--- config.mk ---
export PLATFORM = sky130hd
export DESIGN_NAME = multdiv_issue_scheduler
export DESIGN_NICKNAME = d
export VERILOG_FILES = /design/src/rtl/multdiv_issue_scheduler.sv
export SDC_FILE = /design/constraint.sdc
export NUM_CORES = 1
export LEC_CHECK = 0
export ABC_CLOCK_PERIOD_IN_PS = 1600
export CAP_MARGIN = 10
export CORE_ASPECT_RATIO = 1.1
export CORE_MARGIN = 1.5
export CORE_UTILIZATION = 42
export CTS_CLUSTER_DIAMETER = 30
export DETAILED_ROUTE_END_ITERATION = 8
export GPL_TIMING_DRIVEN = 0
export PLACE_DENSITY = 0.84
export SETUP_SLACK_MARGIN = 0.3
export SYNTH_ARGS = -nofsm -noshare
export SYNTH_HDL_FRONTEND = slang
export SYNTH_SLANG_ARGS = --single-unit
--- constraint.sdc ---
create_clock -name clock -period 1.6 [get_ports clock]
set_input_delay 0.24 -clock clock [delete_from_list [all_inputs] [get_ports clock]]
set_output_delay 0.24 -clock clock [all_outputs]
set_load 0.005 [all_outputs]
--- src/rtl/multdiv_issue_scheduler.sv ---
// Arbitrates the shared multicycle mult/div unit between the two DX issue slots.
// Slot A (older) runs first, slot B second, and both results retire in one write-back cycle.
module multdiv_issue_scheduler #(
  parameter int WIDTH   = 32,
  parameter int REGW    = 5,
  parameter int TIMEOUT = 64
) (
  input  logic             clock,
  input  logic             reset,
  input  logic             req_a,
  input  logic             req_b,
  input  logic             isdiv_a,
  input  logic             isdiv_b,
  input  logic [WIDTH-1:0] opA_a,
  input  logic [WIDTH-1:0] opB_a,
  input  logic [WIDTH-1:0] opA_b,
  input  logic [WIDTH-1:0] opB_b,
  input  logic [REGW-1:0]  rd_a,
  input  logic [REGW-1:0]  rd_b,
  input  logic             flush,
  output logic             ctrl_MULT,
  output logic             ctrl_DIV,
  output logic [WIDTH-1:0] data_operandA,
  output logic [WIDTH-1:0] data_operandB,
  input  logic [WIDTH-1:0] data_result,
  input  logic             data_exception,
  input  logic             data_resultRDY,
  output logic             stall,
  output logic             wb_valid_a,
  output logic             wb_valid_b,
  output logic [REGW-1:0]  wb_rd_a,
  output logic [REGW-1:0]  wb_rd_b,
  output logic [WIDTH-1:0] wb_data_a,
  output logic [WIDTH-1:0] wb_data_b,
  output logic             wb_exc_a,
  output logic             wb_exc_b
);

  localparam int CNTW = (TIMEOUT > 2) ? $clog2(TIMEOUT) : 1;
  localparam logic [CNTW-1:0] CNT_LAST = CNTW'(TIMEOUT - 1);

  localparam logic [2:0] S_IDLE  = 3'd0;
  localparam logic [2:0] S_RUN_A = 3'd1;
  localparam logic [2:0] S_RUN_B = 3'd2;
  localparam logic [2:0] S_WB    = 3'd3;
  localparam logic [2:0] S_DRAIN = 3'd4;

  logic [2:0]       state_reg,      state_next;
  logic             pend_a_reg,     pend_a_next;
  logic             pend_b_reg,     pend_b_next;
  logic             isdiv_b_reg,    isdiv_b_next;
  logic [WIDTH-1:0] opa_b_reg,      opa_b_next;
  logic [WIDTH-1:0] opb_b_reg,      opb_b_next;
  logic [REGW-1:0]  rd_a_reg,       rd_a_next;
  logic [REGW-1:0]  rd_b_reg,       rd_b_next;
  logic [WIDTH-1:0] res_a_reg,      res_a_next;
  logic [WIDTH-1:0] res_b_reg,      res_b_next;
  logic             exc_a_reg,      exc_a_next;
  logic             exc_b_reg,      exc_b_next;
  logic [CNTW-1:0]  cnt_reg,        cnt_next;
  logic             mult_reg,       mult_next;
  logic             div_reg,        div_next;
  logic [WIDTH-1:0] opnd_a_reg,     opnd_a_next;
  logic [WIDTH-1:0] opnd_b_reg,     opnd_b_next;
  logic             wb_valid_a_reg, wb_valid_a_next;
  logic             wb_valid_b_reg, wb_valid_b_next;

  logic             any_req;
  logic             pulse_cycle;
  logic             rdy_seen;
  logic             timed_out;
  logic             op_done;
  logic [WIDTH-1:0] done_data;
  logic             done_exc;

  assign any_req     = req_a | req_b;
  // The start-pulse cycle is the only one where a RDY cannot belong to our op.
  assign pulse_cycle = mult_reg | div_reg;
  assign rdy_seen    = data_resultRDY & ~pulse_cycle;
  assign timed_out   = (cnt_reg == CNT_LAST);
  assign op_done     = rdy_seen | timed_out;
  assign done_data   = rdy_seen ? data_result : '0;
  assign done_exc    = rdy_seen ? data_exception : 1'b1;

  always_comb begin
    state_next      = state_reg;
    pend_a_next     = pend_a_reg;
    pend_b_next     = pend_b_reg;
    isdiv_b_next    = isdiv_b_reg;
    opa_b_next      = opa_b_reg;
    opb_b_next      = opb_b_reg;
    rd_a_next       = rd_a_reg;
    rd_b_next       = rd_b_reg;
    res_a_next      = res_a_reg;
    res_b_next      = res_b_reg;
    exc_a_next      = exc_a_reg;
    exc_b_next      = exc_b_reg;
    cnt_next        = timed_out ? cnt_reg : cnt_reg + 1'b1;
    mult_next       = 1'b0;
    div_next        = 1'b0;
    opnd_a_next     = opnd_a_reg;
    opnd_b_next     = opnd_b_reg;
    wb_valid_a_next = 1'b0;
    wb_valid_b_next = 1'b0;

    case (state_reg)
      S_IDLE: begin
        if (any_req && !flush) begin
          pend_a_next  = req_a;
          pend_b_next  = req_b;
          isdiv_b_next = isdiv_b;
          opa_b_next   = opA_b;
          opb_b_next   = opB_b;
          rd_a_next    = rd_a;
          rd_b_next    = rd_b;
          cnt_next     = '0;
          if (req_a) begin
            state_next  = S_RUN_A;
            mult_next   = ~isdiv_a;
            div_next    = isdiv_a;
            opnd_a_next = opA_a;
            opnd_b_next = opB_a;
          end else begin
            state_next  = S_RUN_B;
            mult_next   = ~isdiv_b;
            div_next    = isdiv_b;
            opnd_a_next = opA_b;
            opnd_b_next = opB_b;
          end
        end
      end

      S_RUN_A: begin
        if (flush) begin
          pend_a_next = 1'b0;
          pend_b_next = 1'b0;
          // A result arriving with the flush leaves the unit empty: no drain needed.
          state_next  = op_done ? S_IDLE : S_DRAIN;
        end else if (op_done) begin
          res_a_next = done_data;
          exc_a_next = done_exc;
          if (pend_b_reg) begin
            state_next  = S_RUN_B;
            mult_next   = ~isdiv_b_reg;
            div_next    = isdiv_b_reg;
            opnd_a_next = opa_b_reg;
            opnd_b_next = opb_b_reg;
            cnt_next    = '0;
          end else begin
            state_next      = S_WB;
            wb_valid_a_next = pend_a_reg;
            wb_valid_b_next = 1'b0;
          end
        end
      end

      S_RUN_B: begin
        if (flush) begin
          pend_a_next = 1'b0;
          pend_b_next = 1'b0;
          state_next  = op_done ? S_IDLE : S_DRAIN;
        end else if (op_done) begin
          res_b_next      = done_data;
          exc_b_next      = done_exc;
          state_next      = S_WB;
          wb_valid_a_next = pend_a_reg;
          wb_valid_b_next = pend_b_reg;
        end
      end

      S_WB: begin
        // req_* still show the retiring instructions here, so they are not re-accepted.
        state_next  = S_IDLE;
        pend_a_next = 1'b0;
        pend_b_next = 1'b0;
      end

      S_DRAIN: begin
        if (op_done) state_next = S_IDLE;
      end

      default: begin
        state_next  = S_IDLE;
        pend_a_next = 1'b0;
        pend_b_next = 1'b0;
      end
    endcase
  end

  always_ff @(posedge clock or negedge reset) begin
    if (!reset) begin
      state_reg      <= S_IDLE;
      pend_a_reg     <= 1'b0;
      pend_b_reg     <= 1'b0;
      isdiv_b_reg    <= 1'b0;
      opa_b_reg      <= '0;
      opb_b_reg      <= '0;
      rd_a_reg       <= '0;
      rd_b_reg       <= '0;
      res_a_reg      <= '0;
      res_b_reg      <= '0;
      exc_a_reg      <= 1'b0;
      exc_b_reg      <= 1'b0;
      cnt_reg        <= '0;
      mult_reg       <= 1'b0;
      div_reg        <= 1'b0;
      opnd_a_reg     <= '0;
      opnd_b_reg     <= '0;
      wb_valid_a_reg <= 1'b0;
      wb_valid_b_reg <= 1'b0;
    end else begin
      state_reg      <= state_next;
      pend_a_reg     <= pend_a_next;
      pend_b_reg     <= pend_b_next;
      isdiv_b_reg    <= isdiv_b_next;
      opa_b_reg      <= opa_b_next;
      opb_b_reg      <= opb_b_next;
      rd_a_reg       <= rd_a_next;
      rd_b_reg       <= rd_b_next;
      res_a_reg      <= res_a_next;
      res_b_reg      <= res_b_next;
      exc_a_reg      <= exc_a_next;
      exc_b_reg      <= exc_b_next;
      cnt_reg        <= cnt_next;
      mult_reg       <= mult_next;
      div_reg        <= div_next;
      opnd_a_reg     <= opnd_a_next;
      opnd_b_reg     <= opnd_b_next;
      wb_valid_a_reg <= wb_valid_a_next;
      wb_valid_b_reg <= wb_valid_b_next;
    end
  end

  assign stall = (state_reg == S_RUN_A) || (state_reg == S_RUN_B) ||
                 ((state_reg == S_IDLE) && any_req && !flush) ||
                 ((state_reg == S_DRAIN) && any_req);

  assign ctrl_MULT     = mult_reg;
  assign ctrl_DIV      = div_reg;
  assign data_operandA = opnd_a_reg;
  assign data_operandB = opnd_b_reg;
  assign wb_valid_a    = wb_valid_a_reg;
  assign wb_valid_b    = wb_valid_b_reg;
  assign wb_rd_a       = rd_a_reg;
  assign wb_rd_b       = rd_b_reg;
  assign wb_data_a     = res_a_reg;
  assign wb_data_b     = res_b_reg;
  assign wb_exc_a      = exc_a_reg;
  assign wb_exc_b      = exc_b_reg;

endmodule

==> results.md <==
- The run finished, with violations left.
- The final reports fail on negative hold slack, negative setup slack.
- The distinct cell type count of the synthesized netlist is 47.
- For this run, the detailed router's first-pass iteration total came to 5.
- The cell row count is 58.
- By count the netlist is led by nand2_1, dfrtp_1, mux2i_1.
- The floorplan step defined a die boundary enclosing 24500 sq um.
- The number of antenna violations at the first check in global routing is 0.
- Cells fill 73.91% of the core in the end.
- TritonCTS built the clock tree.
- The minimum setup slack in the final design is -0.2428 ns.
- In the routed design, unresolved DRC markers number 0.
- The number of sinks handled by clock tree synthesis is 220.
- In this run the horizontal extent of the chip is 149.4 microns.
- Entering global routing, the biggest net connects 120 pins.
- The signal on the critical path passes through ha_2 -> and2_4 -> a41oi_4 -> o21ai_4 -> buf_12 -> buf_12 -> mux2i_2.
- The achievable frequency is 0.5426 GHz.
- The sequential area share after synthesis is 55.63%.
- After detailed routing, the number of vias per cell comes to 5.319.
- The clock tree root driver cell is clkbuf_16.
- The number of fill cells is 1482.
- The slew at the pin closest to its max-slew limit is 0.8165 ns.
- Across all layers, the routed design uses 9611 vias.
- The worst setup path is of the flop to flop kind.
- In this design, the stage delay of the slowest critical-path cell is 0.35 ns.
- At the end of routability-driven placement, the weighted congestion stood at 0.8320.
- The leading area contributor after synthesis is dfrtp_1.
- The most repeated library cell on the critical path is buf_12.
- The floorplan die height is 164 microns.
- The total global-route track usage is 27.02%.
- The final max-slew violation count is 0.
- The clock-pin slew of the registers on the worst-case setup and hold paths is 0.05 ns.
- Counting the buffers created by CTS gives 43.
- The first global-routing pass estimated 51380 microns of wire.
- Counting flops with a built-in enable in the synthesized netlist gives 0.
- The number of antenna diodes in the final layout is 0.
- The proportion of layout cells with a drive suffix above 1 is 36.96%.
- By area the synthesized netlist is led by dfrtp_1, mux2i_1, nand2_1.
- The synthesis warning total is 0.
- The hold slack is -0.2589 ns.
- The signed area change from the synthesized netlist to the final layout is 71.80%.
- Setup violations remaining at the end of the flow were counted as 215.
- The family with the most delay on the worst path is compound AO/OA/AOI/OAI gates.
- The design draws 0.03347 W.
- The hold violation count in the final report came to 101.
- The worst setup path startpoint is cnt_reg[1].
- In this run the cell area measured after placement is 13690 sq um.
- The number of levels in the clock H-tree is 2.
- For this configuration, the core starts out at a cell density of 43.02%.
- The number of violations of the max-capacitance limit is 0.
- Yosys instantiated no cell more often than nand2_1.
- In the final routed layout, each cell accounts on average for 20.54 microns.
- The most used flip-flop cell after synthesis is dfrtp_1.
- The total nets after synthesis is 1151.
- The latest clock arrival within the worst-skew pair is 0.53 ns.
- After global routing the overflow that remains totals 0.
- The final cell area excluding filler cells is 17000 sq um.
- The detailed placement HPWL is 21290 microns.
- The initial detailed-routing violation count is 580.
- The worst path uses 115.2% of the clock period.
- The net count reported at finish is 1657.
- The worst setup path is captured at a flop.
- The synthesized design contains 220 register bits.
- The clock passes through at most 3 buffers.
- The top-level I/O count is 324.
- The count of port buffers added during placement is 322.
- The number of global-route vias before repair is 9602.
- The total leakage power is 8.675 nW.
- The mean area per synthesized cell is 10.19 sq um.
- The post-layout minimum cycle time is 1.843 ns.
- The final layout contains routed wiring with a total length of 37110 microns.
- Setup repair after global routing could not meet its margin everywhere.
- The worst setup path is launched from a flop.
- The post-synthesis instance area is 9897 sq um.
- The post-synthesis async set-or-reset flop share is 100.0%.
- Counting both buffers and inverters, the worst setup path holds a total of 2.
- The worst-case setup slack after placement is -0.7328 ns.
- The standard cell core area is 23000 sq um.
- The tightest min-delay check is of the primary input to async pin type.
- For this design the ratio of total power to cell area is 1968 nW/um^2.
- The required time of the worst setup path is 2.02 ns.
- The area share of the largest cell type after synthesis is 55.63%.
- Data arrives at the worst endpoint at 2.26 ns.
- The residual antenna-violating net count after detailed routing is 0.
- On the critical path, the stage with the largest delay is an instance of dfrtp_1.
- The gate count after technology mapping is 971.
- Of all nets on the critical path, the largest fanout is 8.
- The worst voltage drop across the vdd grid is 1.110 mV.
- For the final database, setup skew stands at 0.02521 ns.
- In this run the critical register-to-register path is launched from cnt_reg[1].
- The headroom to the max-slew limit is 45.56%.
path summary, 6_finish.rpt:
| kind | to | cells past startpoint | slack [ns] |
|---|---|---|---|
| min in group clock | wb_rd_b[3] | 3 | 0.29 |
| setup / recovery | data_operandB[22] | 7 | -0.24 |
| hold reg to reg | opb_b_reg[26] | 2 | 0.46 |
| max in group asynchronous | state_reg[0] | 2 | 0.78 |
| setup reg to reg | data_operandB[22] | 7 | -0.24 |
| hold / removal | data_operandB[9] | 1 | -0.26 |
timing repair:
| action | in CTS | in global routing |
|---|---|---|
| endpoints found under the hold margin | 101 | 101 |
| pin swaps | 22 | 46 |
| setup buffers | 38 | 79 |
| resized for setup | 193 | 413 |
| endpoints found under the setup margin | 365 | 365 |
| gates cloned | 12 | 10 |
layout make-up:
type | count | area [sq um] | share of cell area [%]
Inverter | 67 | 251.5 | 1.479
Sequential cell | 220 | 5508 | 32.39
Buffer | 63 | 797.0 | 4.688
Clock inverter | 22 | 230.2 | 1.354
Timing Repair Buffer | 462 | 4175 | 24.56
Tap cell | 300 | 375.4 | 2.208
Clock buffer | 53 | 1216 | 7.153
Multi-Input combinational cell | 620 | 4449 | 26.17
cells by family after synthesis:
| group | after synthesis | share of synthesized area (%) |
|---|---|---|
| and+or+nand+nor | 332 | 13.53 |
| adders and majority gates | 2 | 0.2402 |
| muxes | 134 | 13.58 |
| buffers and inverters | 131 | 6.182 |
| xor gates and xnor gates | 2 | 0.1770 |
| DFF | 220 | 55.63 |
| AOI/OAI and AO/OA | 150 | 10.67 |
per-stage QoR:
| stage | cells | TNS [ns] |
|---|---|---|
| 2_1_floorplan | 971 | -2.293 |
| 3_3_place_gp | 1593 | -2060.01 |
| 3_5_place_dp | 1594 | -125.91 |
| 4_1_cts | 1718 | -21.42 |
| 5_1_grt | 1807 | -43.65 |
| 6_report | 1807 | -31.94 |
layout by cell type (no fill, tap or decap), drive strengths merged, types with 2 or more instances in the layout:
cell type      Yosys  final
nand3              4      4
mux2i            132    132
mux2               2      2
a211oi             4      4
a2bb2oi            2      2
dlymetal6s2s       0     18
nand2b             3      3
nand3b             2      2
clkinv             0      9
nor2b              3      3
clkinvlp           0      6
nand2            229    229
bufinv             0      3
buf               51    195
a22o              64     64
nor3b              2      2
o21ai              3      3
nor4               2      2
nor3               4      4
dfrtp            220    220
and3               2      2
a21oi             69     69
nor2              76     76
clkbuf            13    189
clkdlybuf4s50      0    176
inv               67     71
metal layers:
metal  wire, microns  global-route usage, %  share of wire (%)  up-vias
met1           13760                  31.16                 37     4746
met3            2463                  5.472                6.6      119
met4            1789                  14.54                4.8        0
met2           19090                  47.03                 51      470
met5               0                      0                  0        -
li1                -                      -                  -     4276
worst reg2reg max path: cells and delay by family, from the launching register on:
kind / cells / cell delay [ns]
AND/OR/NAND/NOR: 1 / 0.18
buffers and inverters: 2 / 0.36
multiplexers: 1 / 0.23
flip-flops: 1 / 0.35
AO/OA/AOI/OAI: 2 / 0.43
adder cells (fa/ha/maj): 1 / 0.19
where the power goes:
part / leakage (nW) / switching (W) / internal, W / total [W]
sequential: 2.71 / 0.00166 / 0.00825 / 0.00992
clock: 0.697 / 0.00304 / 0.00588 / 0.00892
combinational: 5.27 / 0.00683 / 0.00781 / 0.0146
total: 8.68 / 0.0115 / 0.0219 / 0.0335
Power figures use the tool's default switching activity.
